===== src/rtl/multicycle_control_pkg.sv =====
// Shared opcode, immediate-format, instruction-class and state definitions for the
// multi-cycle control unit.
package multicycle_control_pkg;

    localparam logic [6:0] OpLui    = 7'b0110111;
    localparam logic [6:0] OpAuipc  = 7'b0010111;
    localparam logic [6:0] OpJal    = 7'b1101111;
    localparam logic [6:0] OpJalr   = 7'b1100111;
    localparam logic [6:0] OpBranch = 7'b1100011;
    localparam logic [6:0] OpLoad   = 7'b0000011;
    localparam logic [6:0] OpStore  = 7'b0100011;
    localparam logic [6:0] OpOpImm  = 7'b0010011;
    localparam logic [6:0] OpOp     = 7'b0110011;
    localparam logic [6:0] OpSystem = 7'b1110011;

    localparam logic [2:0] ImmNone  = 3'b000;
    localparam logic [2:0] ImmU     = 3'b001;
    localparam logic [2:0] ImmJ     = 3'b010;
    localparam logic [2:0] ImmI     = 3'b011;
    localparam logic [2:0] ImmB     = 3'b100;
    localparam logic [2:0] ImmS     = 3'b101;
    localparam logic [2:0] ImmShamt = 3'b110;

    localparam logic [1:0] SrcBRs2  = 2'b00;
    localparam logic [1:0] SrcBImm  = 2'b01;

    localparam logic [1:0] WbAlu    = 2'b00;
    localparam logic [1:0] WbMem    = 2'b01;
    localparam logic [1:0] WbPc4    = 2'b10;

    localparam logic [1:0] PcPlus4  = 2'b00;
    localparam logic [1:0] PcImm    = 2'b01;
    localparam logic [1:0] PcAlu    = 2'b10;

    typedef enum logic [2:0] {
        StIf, StId, StEx, StMem, StWb, StStop
    } state_e;

    typedef enum logic [3:0] {
        ClsOp, ClsOpImm, ClsLui, ClsAuipc, ClsJal, ClsJalr,
        ClsBranch, ClsLoad, ClsStore, ClsSystem, ClsIllegal
    } inst_class_e;

endpackage


===== src/rtl/multicycle_control_imm_format_decode.sv =====
// Opcode decoder: classifies the instruction and selects the immediate format.
module imm_format_decode
    import multicycle_control_pkg::*;
(
    input  logic [6:0]  opcode,
    input  logic [2:0]  funct3,
    output logic [2:0]  concat_control,
    output inst_class_e inst_class
);

    always_comb begin
        concat_control = ImmNone;
        inst_class     = ClsIllegal;
        case (opcode)
            OpLui:    begin concat_control = ImmU; inst_class = ClsLui;    end
            OpAuipc:  begin concat_control = ImmU; inst_class = ClsAuipc;  end
            OpJal:    begin concat_control = ImmJ; inst_class = ClsJal;    end
            OpJalr:   begin concat_control = ImmI; inst_class = ClsJalr;   end
            OpLoad:   begin concat_control = ImmI; inst_class = ClsLoad;   end
            OpBranch: begin concat_control = ImmB; inst_class = ClsBranch; end
            OpStore:  begin concat_control = ImmS; inst_class = ClsStore;  end
            OpOp:     inst_class = ClsOp;
            OpSystem: inst_class = ClsSystem;
            OpOpImm: begin
                inst_class = ClsOpImm;
                // shifts carry a 5-bit shamt rather than a full I immediate
                concat_control = (funct3 == 3'b001 || funct3 == 3'b101) ? ImmShamt : ImmI;
            end
            default: ;
        endcase
    end

endmodule


===== src/rtl/multicycle_control.sv =====
// Multi-cycle control FSM (IF/ID/EX/MEM/WB/STOP) with retired-instruction counter.
module multicycle_control
    import multicycle_control_pkg::*;
(
    input  logic        CLK,
    input  logic        RSTn,
    input  logic [31:0] Instr,
    input  logic        Bcond,
    input  logic        I_MEM_READY,
    input  logic        D_MEM_READY,
    output logic        I_MEM_RE,
    output logic        IR_write,
    output logic [2:0]  Concat_control,
    output logic        ALU_srcA,
    output logic [1:0]  ALU_srcB,
    output logic        D_MEM_RE,
    output logic        D_MEM_WE,
    output logic        RF_WE,
    output logic [1:0]  WB_sel,
    output logic        PC_write,
    output logic [1:0]  PC_src,
    output logic        HALT,
    output logic        Illegal,
    output logic [31:0] NUM_INST
);

    state_e      state_q, state_d;
    logic [31:0] num_inst_q;
    logic        run_q;
    logic        retire;
    inst_class_e cls;

    logic unused_instr;
    assign unused_instr = ^{Instr[31:15], Instr[11:7]};

    imm_format_decode u_decode (
        .opcode         (Instr[6:0]),
        .funct3         (Instr[14:12]),
        .concat_control (Concat_control),
        .inst_class     (cls)
    );

    always_comb begin
        ALU_srcA = 1'b0;
        ALU_srcB = SrcBImm;
        case (cls)
            ClsAuipc, ClsJal:  ALU_srcA = 1'b1;
            ClsOp, ClsBranch:  ALU_srcB = SrcBRs2;
            default: ;
        endcase
    end

    always_comb begin
        state_d  = state_q;
        I_MEM_RE = 1'b0;
        IR_write = 1'b0;
        D_MEM_RE = 1'b0;
        D_MEM_WE = 1'b0;
        RF_WE    = 1'b0;
        PC_write = 1'b0;
        Illegal  = 1'b0;
        WB_sel   = WbAlu;
        PC_src   = PcPlus4;
        retire   = 1'b0;
        case (state_q)
            StIf: begin
                // run_q holds off the first fetch until the first edge after reset
                if (run_q) begin
                    I_MEM_RE = 1'b1;
                    if (I_MEM_READY) begin
                        IR_write = 1'b1;
                        state_d  = StId;
                    end
                end
            end
            StId: begin
                case (cls)
                    ClsSystem: state_d = StStop;
                    ClsIllegal: begin
                        Illegal  = 1'b1;
                        PC_write = 1'b1;
                        state_d  = StIf;
                    end
                    default: state_d = StEx;
                endcase
            end
            StEx: begin
                case (cls)
                    ClsBranch: begin
                        PC_write = 1'b1;
                        PC_src   = Bcond ? PcImm : PcPlus4;
                        retire   = 1'b1;
                        state_d  = StIf;
                    end
                    ClsLoad, ClsStore: state_d = StMem;
                    default:           state_d = StWb;
                endcase
            end
            StMem: begin
                if (cls == ClsLoad) D_MEM_RE = 1'b1;
                else                D_MEM_WE = 1'b1;
                if (D_MEM_READY) begin
                    if (cls == ClsLoad) begin
                        state_d = StWb;
                    end else begin
                        PC_write = 1'b1;
                        retire   = 1'b1;
                        state_d  = StIf;
                    end
                end
            end
            StWb: begin
                RF_WE    = 1'b1;
                PC_write = 1'b1;
                retire   = 1'b1;
                state_d  = StIf;
                case (cls)
                    ClsJal:  begin WB_sel = WbPc4; PC_src = PcImm; end
                    ClsJalr: begin WB_sel = WbPc4; PC_src = PcAlu; end
                    ClsLoad: WB_sel = WbMem;
                    default: ;
                endcase
            end
            StStop: state_d = StStop;
            default: state_d = StIf;
        endcase
    end

    always_ff @(posedge CLK or negedge RSTn) begin
        if (!RSTn) begin
            state_q    <= StIf;
            num_inst_q <= 32'd0;
            run_q      <= 1'b0;
        end else begin
            state_q <= state_d;
            run_q   <= 1'b1;
            if (retire) num_inst_q <= num_inst_q + 32'd1;
        end
    end

    assign HALT     = (state_q == StStop);
    assign NUM_INST = num_inst_q;

endmodule


===== config.mk =====
export PLATFORM = sky130hd
export DESIGN_NAME = multicycle_control
export DESIGN_NICKNAME = d
export VERILOG_FILES = /design/src/rtl/multicycle_control_pkg.sv /design/src/rtl/multicycle_control_imm_format_decode.sv /design/src/rtl/multicycle_control.sv
export SDC_FILE = /design/constraint.sdc
export NUM_CORES = 1
export LEC_CHECK = 0
export ABC_AREA = 1
export BUFFER_PORTS_ARGS = -buffer_cell sky130_fd_sc_hd__buf_2
export CAP_MARGIN = 20
export CORE_MARGIN = 3
export CORE_UTILIZATION = 45
export DETAILED_ROUTE_END_ITERATION = 8
export PLACE_DENSITY_LB_ADDON = 0.3
export SYNTH_ARGS = -nofsm -noshare
export SYNTH_HDL_FRONTEND = slang
export SYNTH_SLANG_ARGS = --single-unit

===== constraint.sdc =====
create_clock -name CLK -period 2.61 [get_ports CLK]
set_input_delay 0.522 -clock CLK [delete_from_list [all_inputs] [get_ports CLK]]
set_output_delay 0.522 -clock CLK [all_outputs]
set_load 0.01 [all_outputs]

==> run_results.csv <==
group,metric,value,unit
timing,fmax,449,MHz
yosys,netlist_top_cells_area,"dfrtp_1 32%, nand2_1 29%, nor2_1 9.8%, inv_1 6.1%, nand3_1 4.5%",
setup_path,crit_slowest_cell,"dfrtp_1",
floorplan,die-area,0.00723,sq mm
pwr,p_clk_share,36.8,%
timing,period_share,85.2,%
yosys,synthFlopType,"dfrtp_1",
yosys,synth_warnings,0,
setup_path,r2r_end,"NUM_INST[30]",
yosys,synth_top_family_by_area,"simple AND/OR/NAND/NOR gates",
detailed_routing,drtPass1Iterations,4,
cts,numCtsBuffers,5,
setup_path,ff2ff_path_depth,10,
yosys,synth_most_common_cell,"nand2_1",
yosys,synth_seq_cells,36,
yosys,synthArstFlopShare,100,%
cts,cts_sinks,36,
detailed_routing,vias,2938,
outcome,status,"complete, no violations",
hold_path,hp-class,"input pin to asynchronous set/reset pin",
yosys,synth_edf_count,0,
setup_path,reg2reg_from,"NUM_INST[0]",
yosys,synthTopCellsByCount,"215 x nand2_1, 73 x nor2_1, 46 x inv_1, 36 x dfrtp_1, 25 x nand3_1",
pwr,vdd_drop_max,0.422,mV
cts,path_clk_slew,0.08,ns
floorplan,die_x,85.0,microns
final_layout,layout.nets,564,
timing,hold_slack,0.322,ns
timing,relSlewSlack,44.6,%
final_layout,drive_above_1_share,18.4,%
detailed_routing,finalWirelength,7060,microns
floorplan,dieHeight,85.0,microns
grt,track_usage,20.2,%
setup_path,end_kind,"output pin",
yosys,synth-seq-area-share,32.1,%
pwr,powerDensity,416,mW/mm^2
cts,cts_root_buffer,"clkbuf_8",
yosys,syn_area,0.00281,sq mm
pwr,seqPwrFrac,44.8,%
setup_path,crit_path_cell_trace,"nor2_1, nand2_1, nor2_1, a21boi_0, buf_2",
setup_path,r2r_slack,0.82,ns
placement,portBuffers,62,
timing,maxSlewViolCount,0,
yosys,synth_fa_ha_area_share,0.445,%
setup_path,worstPathRequired,2.09,ns
setup_path,crit_fanout,6,
cts,cts_resized,0,
setup_path,cp.arrival,1.70,ns
timing,finalSetupViolations,0,
cts,max-clock-path-buffers,2,
detailed_routing,antenna_left,0,
yosys,synth_nets,501,
pwr,leakage,1.81,nW
floorplan,core-area,0.00599,sq mm
placement,gp_congestion,0.953,
floorplan,initial_core_util,46.9,%
timing,hold_viol,0,
grt,grt_pass1_vias,2737,
floorplan,row_count,28,
detailed_routing,wl_per_cell,11.7,microns
final_layout,diodes,0,
setup_path,crit_top_cell,"nor2_1",
detailed_routing,drtIter0Drc,234,
placement,place_hpwl,5410,microns
timing,finalCriticalPeriod,2.22,ns
yosys,synth_area_leader_cell,"dfrtp_1",
final_layout,area_delta_synth_final,16.1,%
grt,grt_max_degree,37,
yosys,yosys.cell_types.count,27,
yosys,synth_xor_area_share,4.05,%
yosys,synth_compound_area_share,2.58,%
setup_path,worstSetupPathType,"flop to output pin",
setup_path,cp-start-kind,"flop",
grt,grt_pass1_wl,12000,microns
timing,rsz0062_at_grt,"no",
cts,worstSkewPairLatency,0.29,ns
grt,grt_overflow,0,
timing,fin_setup_tns,0,ns
setup_path,cp_slowest_stage_delay,0.42,ns
yosys,synth_area_per_cell,6.07,sq um
run,drv_cap,0,
grt,antenna_found_initial,0,
pwr,internal_power,0.946,mW
timing,worst_slew_pin_slew,0.831,ns
yosys,synth_mux_area_share,0,%
pwr,power.switching,0.412,mW
yosys,synthCells,463,
cts,post-cts-setup-buffer-count,0,
pwr,switching_share,30.3,%
final_layout,final_util,54.4,%
floorplan,io_pins,87,
detailed_routing,drc,0,
detailed_routing,viasPerCell,4.88,
cts,postCtsHoldBufs,0,
pwr,p_comb_share,18.4,%
cts,cts_tree,"yes",
timing,fin_worst_skew,0.00965,ns
yosys,synth-simple-area-share,51.5,%
yosys,synth_top_area_share,32.1,%
cts,h-tree-depth,2,
==> flip-flops by register name (all words and copies together) (netlist names) <==
name and count:
NUM_INST 32, run_q 1, state_q 3
==> critical path, delay by kind of cell (launching register included) <==
kind / cells / cell delay [ns]
and+or+nand+nor: 3 / 0.67
DFF: 1 / 0.42
AOI/OAI and AO/OA: 1 / 0.17
buffers and inverters: 1 / 0.15
==> routing by layer <==
metal	vias up	routed length [microns]	track usage [%]
li1	1531	-	-
met1	1334	3240	25.3
met2	63	3390	35.9
met3	10	337	3.50
met4	0	93	5.18
met5	-	0	0
==> logic make-up after synthesis <==
group,count (synthesis)
other,2
xor gates and xnor gates,13
buffers and inverters,56
adders and majority gates,1
DFF,36
and+or+nand+nor,342
AOI/OAI and AO/OA,13
==> worst max path at each step <==
stage / start / end / slack [ns]
after floorplan: Instr[4] / PC_src[1] / 0.63
after global routing: state_q[2] / PC_write / 0.23
after global placement: Instr[4] / PC_src[1] / 0.52
after detailed placement: Instr[4] / PC_src[1] / 0.50
final: state_q[0] / PC_src[1] / 0.39
after CTS: state_q[0] / PC_src[1] / 0.40
==> power by group through the flow <==
stage                     logic, mW  clock network (mW)  registers [mW]
final                         0.250               0.500           0.608
after global routing          0.287               0.526           0.611
after CTS                     0.252               0.510           0.608
after detailed placement      0.251                   0           0.618
after global placement        0.244                   0           0.618
after floorplan               0.168                   0           0.619
==> stage by stage <==
step | std cells | worst slack (ns) | area [sq um] | power, mW
detailed placement | 594 | 0.504 | 3150 | 0.869
global placement | 594 | 0.524 | 3150 | 0.862
finish | 602 | 0.385 | 3260 | 1.36
global route | 602 | 0.230 | 3260 | 1.42
CTS | 602 | 0.398 | 3260 | 1.37
floorplan | 463 | 0.628 | 2810 | 0.787
==> layout by cell type (no fill, tap or decap), types with 2 or more instances in the layout <==
cell type  instances
o21ai_0            7
inv_1             46
nand3_1           25
nor2_2             3
nand2_2            8
nand2_4            3
nand4_1            2
xor2_1             9
buf_2             62
conb_1             2
inv_2              3
xnor2_1            4
a21oi_1            3
nor2_1            73
nor3_1             3
nand3_2            2
nand2_1          215
dfrtp_1           36
clkbuf_8           5
nor2_4             5
==> final cells by class <==
type / instances / area, sq um
Inverter: 49 / 184
Timing Repair Buffer: 63 / 318
Fill cell: 613 / 2730
Clock inverter: 3 / 42.5
Sequential cell: 36 / 901
Multi-Input combinational cell: 371 / 1650
Tap cell: 75 / 93.8
Clock buffer: 5 / 68.8
Power figures use the tool's default switching activity.
